[config.mk]
export PLATFORM = sky130hd
export DESIGN_NAME = param_sum_accum
export DESIGN_NICKNAME = d
export VERILOG_FILES = /design/src/rtl/param_sum_accum.sv
export SDC_FILE = /design/constraint.sdc
export NUM_CORES = 1
export LEC_CHECK = 0
export ABC_AREA = 1
export CORE_MARGIN = 8
export CORE_UTILIZATION = 54
export CTS_CLUSTER_SIZE = 30
export DETAILED_ROUTE_END_ITERATION = 12
export PLACE_DENSITY_LB_ADDON = 0.2
export SYNTH_ARGS = -nofsm -noshare
export SYNTH_HDL_FRONTEND = slang
export SYNTH_SLANG_ARGS = --single-unit
[constraint.sdc]
create_clock -name clk -period 2.5 [get_ports clk]
set_input_delay 0.25 -clock clk [delete_from_list [all_inputs] [get_ports clk]]
set_output_delay 0.25 -clock clk [all_outputs]
set_load 0.05 [all_outputs]
[src/rtl/param_sum_accum.sv]
// Sequential multi-operand adder: sums `len` WIDTH-bit operands from a stream and emits one result plus a sticky carry flag.
// Latency: out_valid rises the cycle after the last accepted beat (len+1 cycles from start when there are no gaps; 1 cycle for len=0).
// Backpressure: in_ready is high only in ACCUM; in DONE the result is held until out_ready. Define SUM_SAT_EN to saturate instead of wrap.
module param_sum_accum #(
  parameter int WIDTH = 8,
  parameter int LEN_W = 8
) (
  input  logic             clk,
  input  logic             rst_n,
  input  logic             start,
  input  logic [LEN_W-1:0] len,
  input  logic             in_valid,
  output logic             in_ready,
  input  logic [WIDTH-1:0] in_data,
  output logic             out_valid,
  input  logic             out_ready,
  output logic [WIDTH-1:0] out_sum,
  output logic             out_ovf,
  output logic             busy
);

  typedef enum logic [1:0] {
    IDLE  = 2'd0,
    ACCUM = 2'd1,
    DONE  = 2'd2
  } state_t;

  state_t           state;
  logic [WIDTH-1:0] acc;
  logic [LEN_W-1:0] cnt;
  logic [LEN_W-1:0] len_q;
  logic             ovf;

  logic [WIDTH:0]   sum_ext;
  logic [WIDTH-1:0] acc_nxt;
  logic             ovf_nxt;
  logic [LEN_W:0]   cnt_inc;
  logic             last_beat;

  // Next accumulator value for a beat, carry tracking and end-of-job detection.
  always_comb begin
    sum_ext   = {1'b0, acc} + {1'b0, in_data};
    ovf_nxt   = ovf | sum_ext[WIDTH];
`ifdef SUM_SAT_EN
    // Once any carry has been seen the job result is pinned at all-ones.
    acc_nxt   = ovf_nxt ? {WIDTH{1'b1}} : sum_ext[WIDTH-1:0];
`else
    acc_nxt   = sum_ext[WIDTH-1:0];
`endif
    cnt_inc   = {1'b0, cnt} + (LEN_W+1)'(1);
    last_beat = (cnt_inc == {1'b0, len_q});
  end

  // Control FSM with registered handshake outputs and result registers.
  always_ff @(posedge clk or negedge rst_n) begin
    if (!rst_n) begin
      state     <= IDLE;
      acc       <= '0;
      cnt       <= '0;
      len_q     <= '0;
      ovf       <= 1'b0;
      in_ready  <= 1'b0;
      out_valid <= 1'b0;
      out_sum   <= '0;
      out_ovf   <= 1'b0;
      busy      <= 1'b0;
    end else begin
      case (state)
        IDLE: begin
          if (start) begin
            acc  <= '0;
            cnt  <= '0;
            ovf  <= 1'b0;
            busy <= 1'b1;
            if (len != '0) begin
              len_q    <= len;
              in_ready <= 1'b1;
              state    <= ACCUM;
            end else begin
              // Empty job: result is zero with no carry, presented next cycle.
              len_q     <= '0;
              out_sum   <= '0;
              out_ovf   <= 1'b0;
              out_valid <= 1'b1;
              state     <= DONE;
            end
          end
        end
        ACCUM: begin
          if (in_valid && in_ready) begin
            acc <= acc_nxt;
            ovf <= ovf_nxt;
            cnt <= cnt_inc[LEN_W-1:0];
            if (last_beat) begin
              // Result registers load straight from the final beat's sum.
              out_sum   <= acc_nxt;
              out_ovf   <= ovf_nxt;
              out_valid <= 1'b1;
              in_ready  <= 1'b0;
              state     <= DONE;
            end
          end
        end
        DONE: begin
          // start is deliberately not looked at here, even in the handshake cycle.
          if (out_ready) begin
            out_valid <= 1'b0;
            busy      <= 1'b0;
            state     <= IDLE;
          end
        end
        default: begin
          state     <= IDLE;
          in_ready  <= 1'b0;
          out_valid <= 1'b0;
          busy      <= 1'b0;
        end
      endcase
    end
  end

endmodule

Word-level counts from Yosys, hierarchy flattened
Cells that the tools add are included.
{"block": "word_totals", "input_bits": 21, "reg_bits": 39, "out_inout_bits": 12, "wordCells": 73}
{"block": "classes", "n_addsub": 2, "eq_ne": 9, "reduce_logical": 11, "bitwise_logic": 3, "n_mux": 38}
{"cell": "8-bit 2-to-1 mux", "count": 8}
{"cell": "8-bit one-hot mux with 2 select lines", "count": 3}
{"cell": "1-bit 2-to-1 mux", "count": 16}
{"cell": "5-bit AND reduction", "count": 3}
{"cell": "2-bit inequality test, second input constant", "count": 6}
{"cell": "2-bit 2-to-1 mux", "count": 5}
{"cell": "8-bit by 1-bit adder with 9-bit output, second input constant", "count": 1}
{"cell": "8-bit by 8-bit adder with 9-bit output", "count": 1}
{"cell": "9-bit by 8-bit equality test with 1-bit output", "count": 1}
{"cell": "1-bit one-hot mux with 3 select lines", "count": 3}
{"cell": "8-bit nonzero test", "count": 1}
{"cell": "2-bit one-hot mux with 3 select lines", "count": 1}
{"cell": "3-bit AND reduction", "count": 2}
{"cell": "1-bit one-hot mux with 2 select lines", "count": 2}
{"cell": "4-bit AND reduction", "count": 1}
{"cell": "2-bit by 1-bit equality test with 1-bit output, second input constant", "count": 1}
{"cell": "2-bit equality test, second input constant", "count": 1}
{"cell": "2-bit logical NOT", "count": 1}
{"cell": "1-bit NOT", "count": 2}
{"cell": "2-bit AND reduction", "count": 1}
{"cell": "2-bit nonzero test", "count": 1}
{"cell": "1-bit logical AND", "count": 1}
{"cell": "1-bit OR", "count": 1}

Depth between registers and ports, before layout
{"block": "depth", "depth_word": 5, "mapped_depth": 16, "mapped_depth_nobuf": 15}

Worst setup path after synthesis
OpenSTA, ideal clock, no wires.
{"block": "synth_path", "path_type": "reg-to-reg", "start": "register in_ready", "end": "register out_sum[2]", "arrival_time_ns": 1.719, "path_stages_with_launch": 15, "synth_period_minus_slack_ns": 1.838, "path_slack_ns": 0.662, "n_path_buf": 1, "required_ns": 2.381, "setup_time_ns": 0.119, "path_cell_list": "dfrtp_1 -> nand2_1 -> inv_1 -> nand3_1 -> nor2_1 -> nand2_1 -> nor2_1 -> nand2_1 -> nor2_2 -> nand3_2 -> nand2_4 -> nand2_8 -> buf_8 -> nand2_1 -> nand2_1"}
{"block": "synth_via", "elab_chain_len": 3}
{"item": "start: declaration", "line_no": "13", "source": "output logic in_ready,"}
{"item": "start signal: assignment", "line_no": "62", "source": "in_ready <= 1'b0;"}
{"item": "start signal: assignment", "line_no": "77", "source": "in_ready <= 1'b1;"}
{"item": "start signal: assignment", "line_no": "99", "source": "in_ready <= 1'b0;"}
{"item": "1-bit logical AND", "line_no": "90", "source": "if (in_valid && in_ready) begin"}
{"item": "2-bit inequality test (no source line)"}
{"item": "5-bit AND reduction (no source line)"}
{"item": "end signal: assignment", "line_no": "96", "source": "out_sum <= acc_nxt;"}
{"item": "end: declaration", "line_no": "17", "source": "output logic [WIDTH-1:0] out_sum,"}
No other way between the ends.
A chain may end at the register's enable or synchronous reset.

Final worst setup path
{"block": "layout_path", "start": "register cnt[0]", "end": "register out_sum[5]"}
{"block": "layout_via", "elab_chain_len": 4}
{"item": "start: declaration", "line_no": "30", "source": "logic [LEN_W-1:0] cnt;"}
{"item": "start signal: assignment", "line_no": "93", "source": "cnt <= cnt_inc[LEN_W-1:0];"}
{"item": "8-bit by 1-bit adder with 9-bit output", "line_no": "50", "source": "cnt_inc = {1'b0, cnt} + (LEN_W+1)'(1);"}
{"item": "9-bit by 8-bit equality test with 1-bit output", "line_no": "51", "source": "last_beat = (cnt_inc == {1'b0, len_q});"}
{"item": "2-bit inequality test (no source line)"}
{"item": "5-bit AND reduction (no source line)"}
No other way between the ends.

==> impl_metrics.tcl <==
set metrics [dict create \
    synth-warning-count 0 \
    coreArea_um2 4000 \
    met1_usage 0.209 \
    boundaryPins 33 \
    synth.area.top_cells "dfrtp_1, nand2_1, inv_1, o21ai_0, ha_1" \
    track_usage 0.171 \
    skew_ns 0.00995 \
    numCtsBuffers 5 \
    drtAntennaViolNets 0 \
    drtIter0Drc 145 \
    ys_types 34 \
    grt.busiest_layer "met2" \
    viasPerCell 5.13 \
    area_growth_pct 21.2 \
    power_density_nw_per_um2 1070 \
    ys_seq_elements 39 \
    htree_levels 2 \
    postCtsSetupRepairBufs 0 \
    worst_setup_path_start_kind "register" \
    crit_required_ns 2.67 \
    crit_fanout 19 \
    clockRootBuffer "clkbuf_8" \
    final.period_utilization 0.824 \
    grt-ovfl-total 0 \
    crit_type "reg2reg" \
    grt_pass1_vias 2012 \
    rows 23 \
    netlist_area_um2 2240 \
    worstMarginPinSlew_ns 0.860 \
    post_drt_wl_per_cell_um 13.2 \
    met3_usage 0.0469 \
    hold_violations 0 \
    dp_hpwl_mm 3.77 \
    netlist.area_leader.share 0.436 \
    drv_slew 0 \
    grt_max_degree 40 \
    ys_async_sr_fraction 1.00 \
    period_minus_slack_ns 2.06 \
    cts_resized 0 \
    dieArea_um2 6460 \
    fmax_mhz 485 \
    setup_viol 0 \
    antenna_found_initial 0 \
    clock_path_buffers 2 \
    hold_buffers 0 \
    netlist_instances 287 \
    synth-edff-count 0 \
    fin_setup_tns_ns 0 \
    hold_path.class "in2async" \
    die_y_um 80.4 \
    synth_area_leader_cell "dfrtp_1" \
    port_buffers 32 \
    place.gp.congestion 0.823 \
    ys.flop_type "dfrtp_1" \
    drt_first_pass_iters 5 \
    leakage_uw 0.00129 \
    relSlewSlack 0.427 \
    fill_cells 348 \
    path_clk_slew_ns 0.08 \
    multi_input_area_um2 1090 \
    cts_tree "built" \
    grt_use_met2 0.285 \
    ys_seq_area_frac 0.436 \
    grt_pass1_wl_mm 8.83 \
    die_w_um 80.4 \
    crit_arrival_ns 2.23 \
    routed_wl_mm 4.97 \
    cts_sinks 39 \
    maxCapViolations 0 \
    vias 1928 \
    synth_fp_nets 318 \
    yosys.cell_count.top_type "nand2_1" \
    synth_common_cells "nand2_1, dfrtp_1, inv_1" \
    utilization 0.678 \
    regArea_um2 976 \
    drcViolationCount 0 \
    worstSetupEndpointType "register" \
    layout.nets 356 \
    synth.avg_cell_area_um2 7.80 \
    ir_drop_mv 0.751 \
    status "complete, no violations" \
    worstSkewPairLatency_ns 0.30 \
    start_util 0.560 \
    rsz0062_at_grt "false" \
    n_antenna_cell 0 \
    layout-drive-gt1-share 0.0982 \
    reg2reg_slack_ns 0.44 \
]
[cell type report]
cell class | count | area share
multi-input combinational | 206 | 0.403
sequential | 39 | 0.360
timing repair buffer | 34 | 0.122
inverter | 39 | 0.0539
clock buffer | 7 | 0.0355
tap | 50 | 0.0231
clock inverter | 1 | 0.00277
[cells by family (layout without fill, tap and decap cells)]
group / count (synthesis) / after routing / synth area share
compound gates: 55 / 55 / 0.146
xor+xnor: 1 / 1 / 0.00391
fa+ha+maj: 10 / 10 / 0.0593
buf+inv: 42 / 81 / 0.0760
flops: 39 / 39 / 0.436
simple gates: 140 / 140 / 0.278
[registers in the layout (all words and copies together) (netlist names)]
signal	cells
cnt	8
out_valid	1
busy	1
in_ready	1
acc	8
out_ovf	1
len_q	8
ovf	1
state	2
out_sum	8
[critical path: stages (launching register included)]
cell     delay (ns)
dfrtp_1        0.47
ha_1           0.26
nand2_2        0.10
nor2_2         0.17
nand2_1        0.07
nand2_1        0.07
nand2_1        0.07
nand2_1        0.06
nand2_1        0.06
nor2_2         0.10
nand3_2        0.10
nand2_4        0.13
nand2_8        0.12
nand2_1        0.10
o21ai_2        0.05
[layout by cell type (no fill, tap or decap), types with 2 or more instances in the layout]
cell              n
nor3_1            4
and2_1            2
nor4_1            2
o21ai_2           7
inv_1            37
o22ai_1           4
nor2_2            5
o21ai_0          27
a21oi_1          11
ha_1              9
nand3_1          14
dfrtp_1          39
clkdlybuf4s50_1  31
nand2_1          89
buf_4             2
nor2_1           15
o31ai_1           2
clkbuf_8          7
nand3_2           2
[per-layer routing]
| layer | routed length [um] | vias to the layer above |
|---|---|---|
| li1 | - | 1002 |
| met1 | 2390 | 891 |
| met2 | 2320 | 29 |
| met3 | 209 | 6 |
| met4 | 54 | 0 |
| met5 | 0 | - |
[worst paths after layout]
kind	from	to	cells after the start
setup / recovery	cnt[0]	out_sum[5]	14
hold / removal	rst_n	busy	1
setup reg to reg	cnt[0]	out_sum[5]	14
hold reg to reg	out_ovf	out_ovf	2
max in group asynchronous	rst_n	out_sum[6]	1
min in group clk	out_ovf	out_ovf	2
[metrics by stage]
stage	std cells	hold slack [ns]	setup slack (ns)	total power, uW	area, um^2
final	376	0.0633	0.440	2910	2710
after global routing	376	0.143	0.169	3170	2710
after CTS	376	0.0897	0.241	2930	2710
after detailed placement	368	0.420	0.0524	2440	2610
after global placement	368	0.406	0.142	2410	2610
after floorplan	287	-0.0456	0.662	2050	2240
[power breakdown]
part,total (uW),switching [uW],internal [uW]
registers,979,140,840
logic,1450,956,496
clock network,479,228,251
total,2910,1320,1590
Power figures use the tool's default switching activity.
